### config.mk
export PLATFORM = sky130hd
export DESIGN_NAME = mem_issue_ctrl
export DESIGN_NICKNAME = d
export VERILOG_FILES = /design/src/rtl/mem_issue_ctrl_pkg.sv /design/src/rtl/mem_issue_skid.sv /design/src/rtl/mem_issue_ctrl.sv
export SDC_FILE = /design/constraint.sdc
export NUM_CORES = 1
export LEC_CHECK = 0
export BUFFER_PORTS_ARGS = -buffer_cell sky130_fd_sc_hd__buf_2
export CORE_MARGIN = 5
export CORE_UTILIZATION = 60
export CTS_BUF_LIST = sky130_fd_sc_hd__clkbuf_8
export DETAILED_ROUTE_END_ITERATION = 6
export HOLD_SLACK_MARGIN = 0.02
export PLACE_DENSITY = 0.87
export SETUP_SLACK_MARGIN = 0.5
export SYNTH_ARGS = -nofsm -noshare
export SYNTH_HDL_FRONTEND = slang
export SYNTH_HIERARCHICAL = 1
export SYNTH_SLANG_ARGS = --single-unit
### constraint.sdc
create_clock -name clock -period 33.4 [get_ports clock]
set_input_delay 8.35 -clock clock [delete_from_list [all_inputs] [get_ports clock]]
set_output_delay 8.35 -clock clock [all_outputs]
set_load 0.01 [all_outputs]
### src/rtl/mem_issue_ctrl_pkg.sv
// Shared backend definitions for the mem issue path: robid width, dequeue FSM states, robid age compare.
// ROB_SIZE_LOG defaults to 5 when the build does not supply it.
`ifndef ROB_SIZE_LOG
`define ROB_SIZE_LOG 5
`endif

package mem_issue_ctrl_pkg;

  localparam int ROBID_W = `ROB_SIZE_LOG + 1;

  typedef enum logic [1:0] {
    EMPTY = 2'd0,
    HALF  = 2'd1,
    FULL  = 2'd2
  } issue_state_e;

  // The wrap bit toggles on every ROB rollover, so differing wrap bits invert the index order.
  function automatic logic is_younger(input logic [ROBID_W-1:0] entry_robid,
                                      input logic [ROBID_W-1:0] flush_robid);
    logic [ROBID_W-2:0] e_idx;
    logic [ROBID_W-2:0] f_idx;
    e_idx = entry_robid[ROBID_W-2:0];
    f_idx = flush_robid[ROBID_W-2:0];
    if (entry_robid[ROBID_W-1] == flush_robid[ROBID_W-1]) begin
      is_younger = (e_idx > f_idx);
    end else begin
      is_younger = (e_idx < f_idx);
    end
  endfunction

endpackage

### src/rtl/mem_issue_skid.sv
// Two-entry registered skid pair (out + skid); out always holds the older entry, kills clear per entry.
// Latency: push lands in a register, visible next cycle; pop/kill take effect at the edge.
module mem_issue_skid
  import mem_issue_ctrl_pkg::*;
#(
  parameter int ENTRY_WIDTH = 252,
  parameter int ROBID_LSB   = 0
) (
  input  logic                   clock,
  input  logic                   reset,
  input  logic                   push,
  input  logic                   pop,
  input  logic                   kill_out,
  input  logic                   kill_skid,
  input  logic [ENTRY_WIDTH-1:0] push_dat,
  output logic                   out_vld,
  output logic [ENTRY_WIDTH-1:0] out_dat,
  output logic [ROBID_W-1:0]     skid_robid
);

  logic                   out_vld_q, out_vld_d;
  logic                   skid_vld_q, skid_vld_d;
  logic [ENTRY_WIDTH-1:0] out_dat_q, out_dat_d;
  logic [ENTRY_WIDTH-1:0] skid_dat_q, skid_dat_d;
  logic                   out_live, skid_live;

  always_comb begin
    out_live   = out_vld_q & ~kill_out;
    skid_live  = skid_vld_q & ~kill_skid;
    out_vld_d  = out_live;
    skid_vld_d = skid_live;
    out_dat_d  = out_dat_q;
    skid_dat_d = skid_dat_q;
    if (pop) begin
      if (skid_live) begin
        out_dat_d  = skid_dat_q;
        skid_vld_d = 1'b0;
      end else if (push) begin
        out_dat_d = push_dat;
      end else begin
        out_vld_d = 1'b0;
      end
    end else if (push) begin
      // A new entry is always younger than a surviving out entry, so it queues behind it.
      if (out_live) begin
        skid_dat_d = push_dat;
        skid_vld_d = 1'b1;
      end else begin
        out_dat_d = push_dat;
        out_vld_d = 1'b1;
      end
    end
  end

  always_ff @(posedge clock or posedge reset) begin
    if (reset) begin
      out_vld_q  <= 1'b0;
      skid_vld_q <= 1'b0;
      out_dat_q  <= '0;
      skid_dat_q <= '0;
    end else begin
      out_vld_q  <= out_vld_d;
      skid_vld_q <= skid_vld_d;
      out_dat_q  <= out_dat_d;
      skid_dat_q <= skid_dat_d;
    end
  end

  assign out_vld    = out_vld_q;
  assign out_dat    = out_dat_q;
  assign skid_robid = skid_dat_q[ROBID_LSB +: ROBID_W];

endmodule

### src/rtl/mem_issue_ctrl.sv
// Mem ISQ dequeue -> LSU issue controller: condition-gated dequeue, 1-cycle registered issue, flush kill.
// LSU backpressure absorbed by a 2-entry skid pair; MEM_ISSUE_PERF_EN adds saturating perf counters.
module mem_issue_ctrl
  import mem_issue_ctrl_pkg::*;
#(
  parameter int DATA_WIDTH      = 248,
  parameter int CONDITION_WIDTH = 2,
  parameter int ISQID_WIDTH     = 4,
  parameter int ROBID_LSB       = 0
) (
  input  logic                       clock,
  input  logic                       reset,
  input  logic                       deq_valid,
  output logic                       deq_ready,
  input  logic [DATA_WIDTH-1:0]      deq_data,
  input  logic [CONDITION_WIDTH-1:0] deq_condition,
  input  logic [ISQID_WIDTH-1:0]     deq_isqid,
  input  logic                       flush_valid,
  input  logic [ROBID_W-1:0]         flush_robid,
  output logic                       issue_valid,
  input  logic                       issue_ready,
  output logic [DATA_WIDTH-1:0]      issue_data,
  output logic [ISQID_WIDTH-1:0]     issue_isqid
`ifdef MEM_ISSUE_PERF_EN
  ,
  output logic [31:0]                perf_issue_cnt,
  output logic [31:0]                perf_stall_cnt
`endif
);

  localparam int ENTRY_W = ISQID_WIDTH + DATA_WIDTH;

  issue_state_e         state_q, state_d;
  logic                 out_vld;
  logic [ENTRY_W-1:0]   out_dat;
  logic [ROBID_W-1:0]   skid_robid;
  logic                 kill_out, kill_skid;
  logic                 out_keep, skid_keep;
  logic                 deq_fire, issue_fire;
  logic [1:0]           live_cnt;

  always_comb begin
    kill_out  = flush_valid & (state_q != EMPTY) &
                is_younger(out_dat[ROBID_LSB +: ROBID_W], flush_robid);
    kill_skid = flush_valid & (state_q == FULL) & is_younger(skid_robid, flush_robid);
    out_keep  = (state_q != EMPTY) & ~kill_out;
    skid_keep = (state_q == FULL) & ~kill_skid;
  end

  // A flush blocks the dequeue: the ISQ drops its own younger entries in the same cycle.
  assign deq_ready   = ~reset & ~flush_valid & (&deq_condition) & (state_q != FULL);
  assign deq_fire    = deq_valid & deq_ready;
  assign issue_valid = out_vld & ~kill_out;
  assign issue_fire  = issue_valid & issue_ready;
  assign issue_data  = out_dat[DATA_WIDTH-1:0];
  assign issue_isqid = out_dat[ENTRY_W-1 -: ISQID_WIDTH];

  always_comb begin
    live_cnt = 2'(out_keep) + 2'(skid_keep) + 2'(deq_fire) - 2'(issue_fire);
    case (live_cnt)
      2'd0:    state_d = EMPTY;
      2'd1:    state_d = HALF;
      default: state_d = FULL;
    endcase
  end

  always_ff @(posedge clock or posedge reset) begin
    if (reset) begin
      state_q <= EMPTY;
    end else begin
      state_q <= state_d;
    end
  end

  mem_issue_skid #(
    .ENTRY_WIDTH (ENTRY_W),
    .ROBID_LSB   (ROBID_LSB)
  ) u_skid (
    .clock      (clock),
    .reset      (reset),
    .push       (deq_fire),
    .pop        (issue_fire),
    .kill_out   (kill_out),
    .kill_skid  (kill_skid),
    .push_dat   ({deq_isqid, deq_data}),
    .out_vld    (out_vld),
    .out_dat    (out_dat),
    .skid_robid (skid_robid)
  );

`ifdef MEM_ISSUE_PERF_EN
  logic [31:0] perf_issue_cnt_q, perf_issue_cnt_d;
  logic [31:0] perf_stall_cnt_q, perf_stall_cnt_d;

  always_comb begin
    perf_issue_cnt_d = perf_issue_cnt_q;
    perf_stall_cnt_d = perf_stall_cnt_q;
    if (issue_fire && (perf_issue_cnt_q != 32'hFFFF_FFFF)) begin
      perf_issue_cnt_d = perf_issue_cnt_q + 32'd1;
    end
    if (issue_valid && !issue_ready && (perf_stall_cnt_q != 32'hFFFF_FFFF)) begin
      perf_stall_cnt_d = perf_stall_cnt_q + 32'd1;
    end
  end

  always_ff @(posedge clock or posedge reset) begin
    if (reset) begin
      perf_issue_cnt_q <= '0;
      perf_stall_cnt_q <= '0;
    end else begin
      perf_issue_cnt_q <= perf_issue_cnt_d;
      perf_stall_cnt_q <= perf_stall_cnt_d;
    end
  end

  assign perf_issue_cnt = perf_issue_cnt_q;
  assign perf_stall_cnt = perf_stall_cnt_q;
`endif

endmodule

==> out/metrics.yaml, run 1 <==
status: "finished, final reports clean"
cts_sinks: 508
synth_top_family_by_area: "multiplexers"
syn-num-nets: 1697
grt_max_degree: 149
r2r-end: "u_skid/skid_dat_q[86]$_DFFE_PP0P_"
drv_slew: 0
grt_pass1_wl_um: 84200
grt_use_met2_pct: 42.9
rr_startpoint: "u_skid/out_dat[4]$_DFFE_PP0P_"
synth-compound-area-share_pct: 0.571
pre_cts_ws_ps: 15110
hold_path_end: "u_skid/out_dat[48]$_DFFE_PP0P_"
relSlewSlack_pct: 26.9
cts-root-buf: "clkbuf_8"
routabilityCongestion: 0.810
post-route-drc-count: 0
clkPwrFrac_pct: 24.6
num_io_pins: 519
grt_setup_unrepaired: "no"
ctsHoldBuffers: 0
p_per_area_mw_per_mm2: 79.7
htree_levels: 3
num_vias: 13900
antenna_found_initial: 30
ys_seq_area_share_pct: 56.8
grt_pass1_vias: 15400
tritoncts: "done"
cts_buffers: 81
synth.distinct_cells: 35
drive_gt1_share_pct: 61.6
timing.final.hold_violations: 0
syn_to_final_growth_pct: 19.4
grtUsageTotal_pct: 25.6
cp-start-kind: "primary input"
ys_ff_latch: 508
synth_fa_ha_area_share_pct: 0.705
numPortBuffers: 518
start_util_pct: 61.0
use_met3_pct: 9.82
worst_pin_slew_ps: 1100
path_max_fanout: 4
fp-row-count: 70
globalRouteMet1Util_pct: 29.8
die_h_um: 203
fin_crit_ps: 18310
muxShareOfSynthArea_pct: 38.1
r2r_slack_ps: 28510
worstSetupEndpointType: "primary output"
hold_path_depth: 1
regArea_mm2: 0.0127
firstDrtPassIters: 4
required_ps: 25050
synth_top_area_share_pct: 56.8
wl_per_cell_um: 21.6
clock_path_buffers: 3
fp.dieW_um: 203
worstPathArrival_ps: 9970
yosysWarningCount: 6
layout_setup_ws_ps: 15090
syn_inst: 1420
skew_ps: 36.3
reg2regPathDepth: 9
coreArea_mm2: 0.0367
setup_viol: 0
critPathKind: "primary input to primary output"
postCtsSetupRepairBufs: 0
vdd_drop_max_mv: 0.0577
drtIter0Drc: 556
maxCapViolations: 0
final.setup.tns_ps: 0
synth.avg_cell_area_um2: 15.8
synth_top_cell_by_area: "dfrtp_1"
pwr-share-seq_pct: 46.6
wirelength_um: 53900
die-area_mm2: 0.0412
grt_overflow: 0
switching_share_pct: 31.3
yosys.area_share.simple_pct: 0.649
max_freq_ghz: 0.0546
post_drt_via_cell_ratio: 5.56
synth_xor_area_share_pct: 0.117
netlist_top_cells_area: "dfrtp_1 57%, mux2_2 29%, mux2_1 9.1%"
clk_latency_ps: 640
multi_input_area_mm2: 0.00898
hold_ws_ps: 498
num-fill-cells: 2299
cts-resized-gates: 0
finalNetCount: 2224
p_comb_share_pct: 28.8
synth_area_mm2: 0.0224
fin_crit_sh_pct: 54.8
switchingPower_mw: 0.668
clk_pin_slew_ps: 60
p_int_mw: 1.46
drtAntennaViolNets: 0
busiest_layer: "met2"
p_leak_nw: 13.5
min_from: "u_skid/out_dat[48]$_DFFE_PP0P_"
min_path_type: "flop to flop"
dp_hpwl_um: 36600
-- layout by cell type, fill, tap and decap left out, types with 2 or more instances in the layout --
cell type	synthesis	layout
o211ai_1	2	2
nand4_1	2	2
buf_4	34	14
o21bai_1	2	2
inv_8	0	3
clkinv_2	0	9
nor2b_1	3	3
ha_1	11	11
buf_2	28	518
inv_1	11	34
nand2_1	6	6
nand2b_1	2	2
diode_2	0	17
clkinv_8	0	2
a21oi_1	2	2
dfrtp_1	508	508
mux2_2	576	576
clkbuf_8	0	103
nand3_1	2	2
a21oi_2	3	2
nor2_1	3	3
xnor2_1	3	3
mux2_1	180	180
-- layout make-up --
cell class	instances	area share, %
diodes	17	0.159
clock buffers	103	5.31
clock inverters	40	0.805
inverters	11	0.183
multi-input cells	812	33.6
flip-flops and latches	508	47.6
well taps	468	2.19
repair buffers	533	10.2
-- worst max-delay path by stage --
| stage | startpoint | end | slack [ps] | cells after the start |
|---|---|---|---|---|
| 6_report | flush_robid[4] | issue_valid | 15090 | 8 |
| 5_1_grt | flush_robid[2] | issue_valid | 15050 | 8 |
| 4_1_cts | flush_robid[4] | issue_valid | 15110 | 8 |
| 3_5_place_dp | flush_robid[4] | issue_valid | 15110 | 8 |
| 3_3_place_gp | flush_robid[2] | issue_valid | 15190 | 8 |
| 2_1_floorplan | reset | u_skid/out_dat[0]$_DFFE_PP0P_ | 10920 | 1 |
-- routing by layer --
| metal | vias up | share of wire, % |
|---|---|---|
| met4 | 28 | 3.7 |
| li1 | 6179 | - |
| met1 | 7006 | 37 |
| met2 | 492 | 50 |
| met5 | - | 0.33 |
| met3 | 147 | 8.4 |
-- power groups by stage --
stage,clock network (mW),logic [mW],registers (mW)
2_1_floorplan,0,0.281,1.05
3_3_place_gp,0,0.594,0.976
3_5_place_dp,0,0.616,0.996
4_1_cts,0.537,0.621,0.991
5_1_grt,0.567,0.663,1.02
6_report,0.524,0.614,0.992
-- logic make-up after synthesis --
logic type / count (synthesis)
compound gates: 16
xor+xnor: 3
fa+ha+maj: 12
buf+inv: 100
flops: 508
mux: 756
simple gates: 25
-- registers in the layout, summed over array words and instances, names as in the netlist --
| signal | cells |
|---|---|
| u_skid/skid_vld_q | 1 |
| u_skid/out_dat | 252 |
| state_q | 2 |
| u_skid/out_vld | 1 |
| u_skid/skid_dat_q | 252 |
-- cells in the mapped netlist, drive strengths merged --
cell,count
o21bai,2
or4b,1
and4,1
xnor2,3
o31ai,1
o21a,1
nand3,2
o21ai,1
a31o,1
a21o,1
or2,1
fa,1
nand4,2
o211ai,2
o311ai,1
ha,11
inv,11
and3b,1
mux2,756
o2111ai,1
nor4,1
clkbuf,7
a21oi,5
dfrtp,508
nand3b,1
nand2b,2
nor2b,3
buf,82
nor2,3
nand2,6
and3,1
-- metrics by stage --
step | cells | instance area, um^2 | total power, mW | util, %
2_1_floorplan | 1420 | 22400 | 1.33 | -
3_3_place_gp | 2332 | 25000 | 1.57 | 68.2
3_5_place_dp | 2332 | 25000 | 1.61 | 68.2
4_1_cts | 2475 | 26700 | 2.15 | 72.7
5_1_grt | 2489 | 26700 | 2.25 | 72.8
6_report | 2492 | 26700 | 2.13 | 72.8
-- critical path, stage by stage --
cell and delay [ps]:
buf_2 90, inv_1 60, ha_1 340, a21oi_2 140
o21ai_1 110, or4b_4 550, and3_1 190, buf_2 140
Power figures use the tool's default switching activity.
==> inputs of run 2 (changes only) <==
- CORE_UTILIZATION: 60 -> 56
- PLACE_DENSITY: 0.87 -> 0.82
- clock period: 33.4 -> 19.1 ns (I/O delays scaled with it)
==> out/metrics.yaml, run 2 (synthesis results as in run 1) <==
status: "finished, final reports clean"
finalNonFillerCells: 2549  # +2.3%
vdd_drop_max_mv: 0.101  # +75%
multi_input_area_mm2: 0.00898  # unchanged
pre_cts_ws_ps: 8010  # -7100 ps
crit_path_top_delay_cell: "or4b_4"
r2r-end: "u_skid/skid_dat_q[173]$_DFFE_PP0P_"
rr_startpoint: "u_skid/out_dat[2]$_DFFE_PP0P_"
drv_slew: 0  # unchanged
cts-root-buf: "clkbuf_8"
fin_crit_sh_pct: 58.1
dp_cells: 2390  # +2.5%
grt_pass1_vias: 15100  # -2.0%
die-area_mm2: 0.0440  # +6.8%
hold_path_depth: 1  # unchanged
ctsHoldBuffers: 0  # unchanged
grt_overflow: 0  # unchanged
fin_crit_ps: 11100
hold_path_end: "u_skid/out_dat[30]$_DFFE_PP0P_"
relSlewSlack_pct: 26.6  # -0.34 points
cts_buffers: 83  # +2.5%
die_h_um: 210  # +3.3%
postCtsSetupRepairBufs: 0  # unchanged
firstDrtPassIters: 4  # unchanged
cp-start-kind: "primary input"
drive_gt1_share_pct: 61.4  # -0.20 points
final.setup.tns_ps: 0  # unchanged
r2r_slack_ps: 14090  # -14420 ps
worstPathArrival_ps: 6320  # -3650 ps
power_mw: 3.72  # +74%
path_cells: "buf_2, inv_1, ha_1, a21oi_2, o21ai_1, or4b_4, and3_1, buf_2"
crit_top_cell: "buf_2"
min_path_type: "flop to flop"
start_util_pct: 56.4  # -4.5 points
skew_ps: 19.1  # -17.2 ps
post_drt_via_cell_ratio: 5.37  # -3.3%
critPathKind: "primary input to primary output"
p_leak_nw: 13.5  # +0.16%
placed_area_mm2: 0.0251  # +0.30%
wirelength_um: 52400  # -2.8%
tritoncts: "done"
worst_pin_slew_ps: 1100  # +5.04 ps
worstSetupEndpointType: "primary output"
syn_to_final_growth_pct: 19.9
drtIter0Drc: 678  # +22%
clock_path_buffers: 3  # unchanged
routabilityCongestion: 0.873  # +7.8%
layout_setup_ws_ps: 8000  # -7080 ps
cts-resized-gates: 0  # unchanged
dp_hpwl_um: 36400  # -0.75%
path_max_fanout: 4  # unchanged
layout_common_cells: "576 x mux2_2, 518 x buf_2, 508 x dfrtp_1"
startpoint: "flush_robid[2]"
numPortBuffers: 518  # unchanged
coreArea_mm2: 0.0396  # +8.0%
num-fill-cells: 2829  # +23%
finalNetCount: 2227  # +0.13%
timing.final.hold_violations: 0  # unchanged
grt_max_degree: 186  # +25%
fp-row-count: 73  # +4.3%
fin_area_mm2: 0.0268  # +0.34%
setup_viol: 0  # unchanged
max_freq_ghz: 0.0901
clk_pin_slew_ps: 50  # about the same
cts_sinks: 508  # unchanged
regArea_mm2: 0.0127  # unchanged
critPathMaxStageDelay_ps: 540  # about the same
grtUsageTotal_pct: 23.5  # -2.1 points
layout_commonest_cell: "mux2_2"
clk_latency_ps: 630  # about the same
drtAntennaViolNets: 0  # unchanged
post-route-drc-count: 0  # unchanged
p_per_area_mw_per_mm2: 139  # +74%
fp.dieW_um: 210  # +3.3%
htree_levels: 3  # unchanged
grt_setup_unrepaired: "no"
antenna_found_initial: 24  # -20%
min_from: "u_skid/out_dat[30]$_DFFE_PP0P_"
required_ps: 14320  # -10730 ps
maxCapViolations: 0  # unchanged
num_vias: 13700  # -1.1%
wl_per_cell_um: 20.6  # -5.0%
reg2regPathDepth: 9  # unchanged
num_io_pins: 519  # unchanged
grt_pass1_wl_um: 83200  # -1.2%
-- run 2: changes by cell type in the layout (fill, tap and decap cells not counted), sizes merged --
cell      before  now
buf          533  534
bufinv         0    1
clkbuf       103  105
clkinv        12    5
clkinvlp       1    5
diode         17   12
inv           38   42
-- run 2: critical path: cells and delay by family --
kind / cells / cell delay [ps]
AOI/OAI and AO/OA: 2 / 230
and+or+nand+nor: 2 / 720
buffers and inverters: 3 / 260
adders and majority gates: 1 / 320
-- run 2: through the flow --
step | utilization, % | hold WS [ps]
3_5_place_dp | 63.4 | 487
3_3_place_gp | 63.4 | 481
6_report | 67.6 | 496
2_1_floorplan | - | 473
4_1_cts | 67.6 | 500
5_1_grt | 67.6 | 507
-- run 2: cell type report --
class,count,share of cell area [%]
well taps,525,2.45
clock buffers,105,5.39
diodes,12,0.112
inverters,11,0.168
repair buffers,534,10.2
multi-input cells,812,33.5
clock inverters,42,0.803
flip-flops and latches,508,47.4
-- run 2: how the worst max path moves through the flow --
| stage | slack, ps | to | depth (start not counted) |
|---|---|---|---|
| after CTS | 8010 | issue_valid | 8 |
| after global routing | 7960 | issue_valid | 8 |
| final | 8000 | issue_valid | 8 |
| after detailed placement | 8010 | issue_valid | 8 |
| after global placement | 8040 | issue_valid | 8 |
| after floorplan | 7460 | u_skid/out_dat[0]$_DFFE_PP0P_ | 1 |
-- run 2: routing by layer --
layer	track usage, %	wire [um]	share of wire (%)	vias up
met5	0	170	0.32	-
met4	9.61	1910	3.6	22
met3	9.16	4570	8.7	127
met2	38.2	25300	48	437
met1	28.3	20400	39	6921
li1	-	-	-	6189
-- run 2: power breakdown --
group	switching [mW]	total, mW	internal [mW]
sequential	0.225	1.73	1.51
clock	0.419	0.926	0.507
combinational	0.495	1.06	0.564
==> inputs of run 3 (changes only) <==
- clock period: 19.1 -> 10.76 ns (I/O delays scaled with it)
==> out/metrics.yaml, run 3 (synthesis results as in run 1) <==
min_path_type: "flop to flop"
final.setup.tns_ps: 0  # unchanged
postCtsSetupRepairBufs: 0  # unchanged
grt_max_degree: 186  # unchanged
required_ps: 8070  # -6250 ps
cts_sinks: 508  # unchanged
fp-row-count: 73  # unchanged
tritoncts: "done"
fin_crit_sh_pct: 64.3
crit_buf_inv: 3  # unchanged
crit_path_top_delay_cell: "or4b_4"
fp.dieW_um: 210  # unchanged
max_freq_ghz: 0.145
die-area_mm2: 0.0440  # unchanged
grt_pass1_wl_um: 82200  # -1.2%
timing.final.hold_violations: 0  # unchanged
numPortBuffers: 518  # unchanged
drive_gt1_share_pct: 61.6  # +0.17 points
htree_levels: 3  # unchanged
layout_common_cells: "576 x mux2_2, 518 x buf_2, 508 x dfrtp_1"
worstPathArrival_ps: 4230  # -2090 ps
clock_path_buffers: 3  # unchanged
dp_cells: 2387  # -0.13%
vdd_drop_max_mv: 0.182  # +80%
firstDrtPassIters: 5  # +1
dp_hpwl_um: 36100  # -0.83%
power_mw: 6.65  # +79%
setup_viol: 0  # unchanged
num_vias: 13700  # -0.088%
clk_pin_slew_ps: 60  # about the same
status: "finished, final reports clean"
finalNonFillerCells: 2546  # -0.12%
num_io_pins: 519  # unchanged
path_cells: "buf_2, inv_1, ha_1, a21oi_2, o21ai_1, or4b_4, and3_1, buf_2"
finalNetCount: 2222  # -0.22%
wirelength_um: 52500  # +0.19%
maxCapViolations: 0  # unchanged
ctsHoldBuffers: 0  # unchanged
relSlewSlack_pct: 22.9  # -3.6 points
p_per_area_mw_per_mm2: 247  # +78%
skew_ps: 15.3  # -3.80 ps
grt_setup_unrepaired: "no"
critPathMaxStageDelay_ps: 540  # about the same
routabilityCongestion: 0.874  # +0.13%
startpoint: "flush_robid[2]"
drv_slew: 0  # unchanged
critPathKind: "primary input to primary output"
fin_crit_ps: 6920
antenna_found_initial: 24  # unchanged
clk_latency_ps: 640  # about the same
layout_commonest_cell: "mux2_2"
die_h_um: 210  # unchanged
drtAntennaViolNets: 0  # unchanged
post_drt_via_cell_ratio: 5.37  # about the same
grt_overflow: 0  # unchanged
num-fill-cells: 2756  # -2.6%
wl_per_cell_um: 20.6  # +0.31%
grt_pass1_vias: 15000  # -0.71%
cts_buffers: 81  # -2.4%
crit_top_cell: "buf_2"
cts-root-buf: "clkbuf_8"
path_max_fanout: 4  # unchanged
min_from: "u_skid/out_dat[224]$_DFFE_PP0P_"
final_util_pct: 67.8  # +0.15 points
worst_pin_slew_ps: 1160  # +54.4 ps
rr_startpoint: "u_skid/out_dat[4]$_DFFE_PP0P_"
grtUsageTotal_pct: 23.2  # -0.31 points
drtIter0Drc: 657  # -3.1%
post-route-drc-count: 0  # unchanged
cp_top_family: "simple AND/OR/NAND/NOR gates"
start_util_pct: 56.4  # unchanged
worstSetupEndpointType: "primary output"
coreArea_mm2: 0.0396  # unchanged
cp-start-kind: "primary input"
syn_to_final_growth_pct: 20.1
cts-resized-gates: 0  # unchanged
p_leak_nw: 13.5  # about the same
run 3: worst reg2reg max path: cells and delay by family (launching register included):
kind / cells / cell delay (ps)
compound gates: 2 / 220
mux: 1 / 540
simple gates: 3 / 1920
flops: 1 / 410
fa+ha+maj: 1 / 330
buf+inv: 1 / 950
run 3: layer usage:
layer / vias to the layer above / share of wire (%) / track usage, %
met1: 6944 / 40 / 28.0
li1: 6179 / - / -
met3: 107 / 8.7 / 8.97
met5: - / 0.22 / 0
met2: 434 / 49 / 37.9
met4: 20 / 2.8 / 8.89
run 3: final cells by class:
class	instances	area, um^2	share of cell area, %
diodes	13	32.5	0.121
inverters	11	45.0	0.168
clock inverters	42	273	1.02
multi-input cells	812	8980	33.4
flip-flops and latches	508	12700	47.3
repair buffers	531	2740	10.2
clock buffers	104	1430	5.33
well taps	525	657	2.44
run 3: worst paths after layout:
kind	endpoint	cells after the start	slack, ps
min in group asynchronous	state_q[0]$_DFF_PP0_	2	1950
min reg2reg	u_skid/out_dat[224]$_DFFE_PP0P_	1	500
max reg2reg	u_skid/skid_dat_q[134]$_DFFE_PP0P_	8	6260
max in group asynchronous	u_skid/out_dat[60]$_DFFE_PP0P_	4	6310
max	issue_valid	8	3840
min	u_skid/out_dat[224]$_DFFE_PP0P_	1	500
run 3: per-stage QoR:
stage | worst slack [ps] | cell area (um^2) | hold WS [ps]
2_1_floorplan | 1200 | 22400 | 473
3_3_place_gp | 3870 | 25100 | 481
3_5_place_dp | 3850 | 25100 | 487
4_1_cts | 3850 | 26800 | 500
5_1_grt | 3770 | 26900 | 503
6_report | 3840 | 26900 | 498
run 3: power breakdown:
part | total [mW] | switching, mW | internal (mW)
clock | 1.70 | 0.756 | 0.942
combinational | 1.87 | 0.874 | 1.00
sequential | 3.07 | 0.401 | 2.67
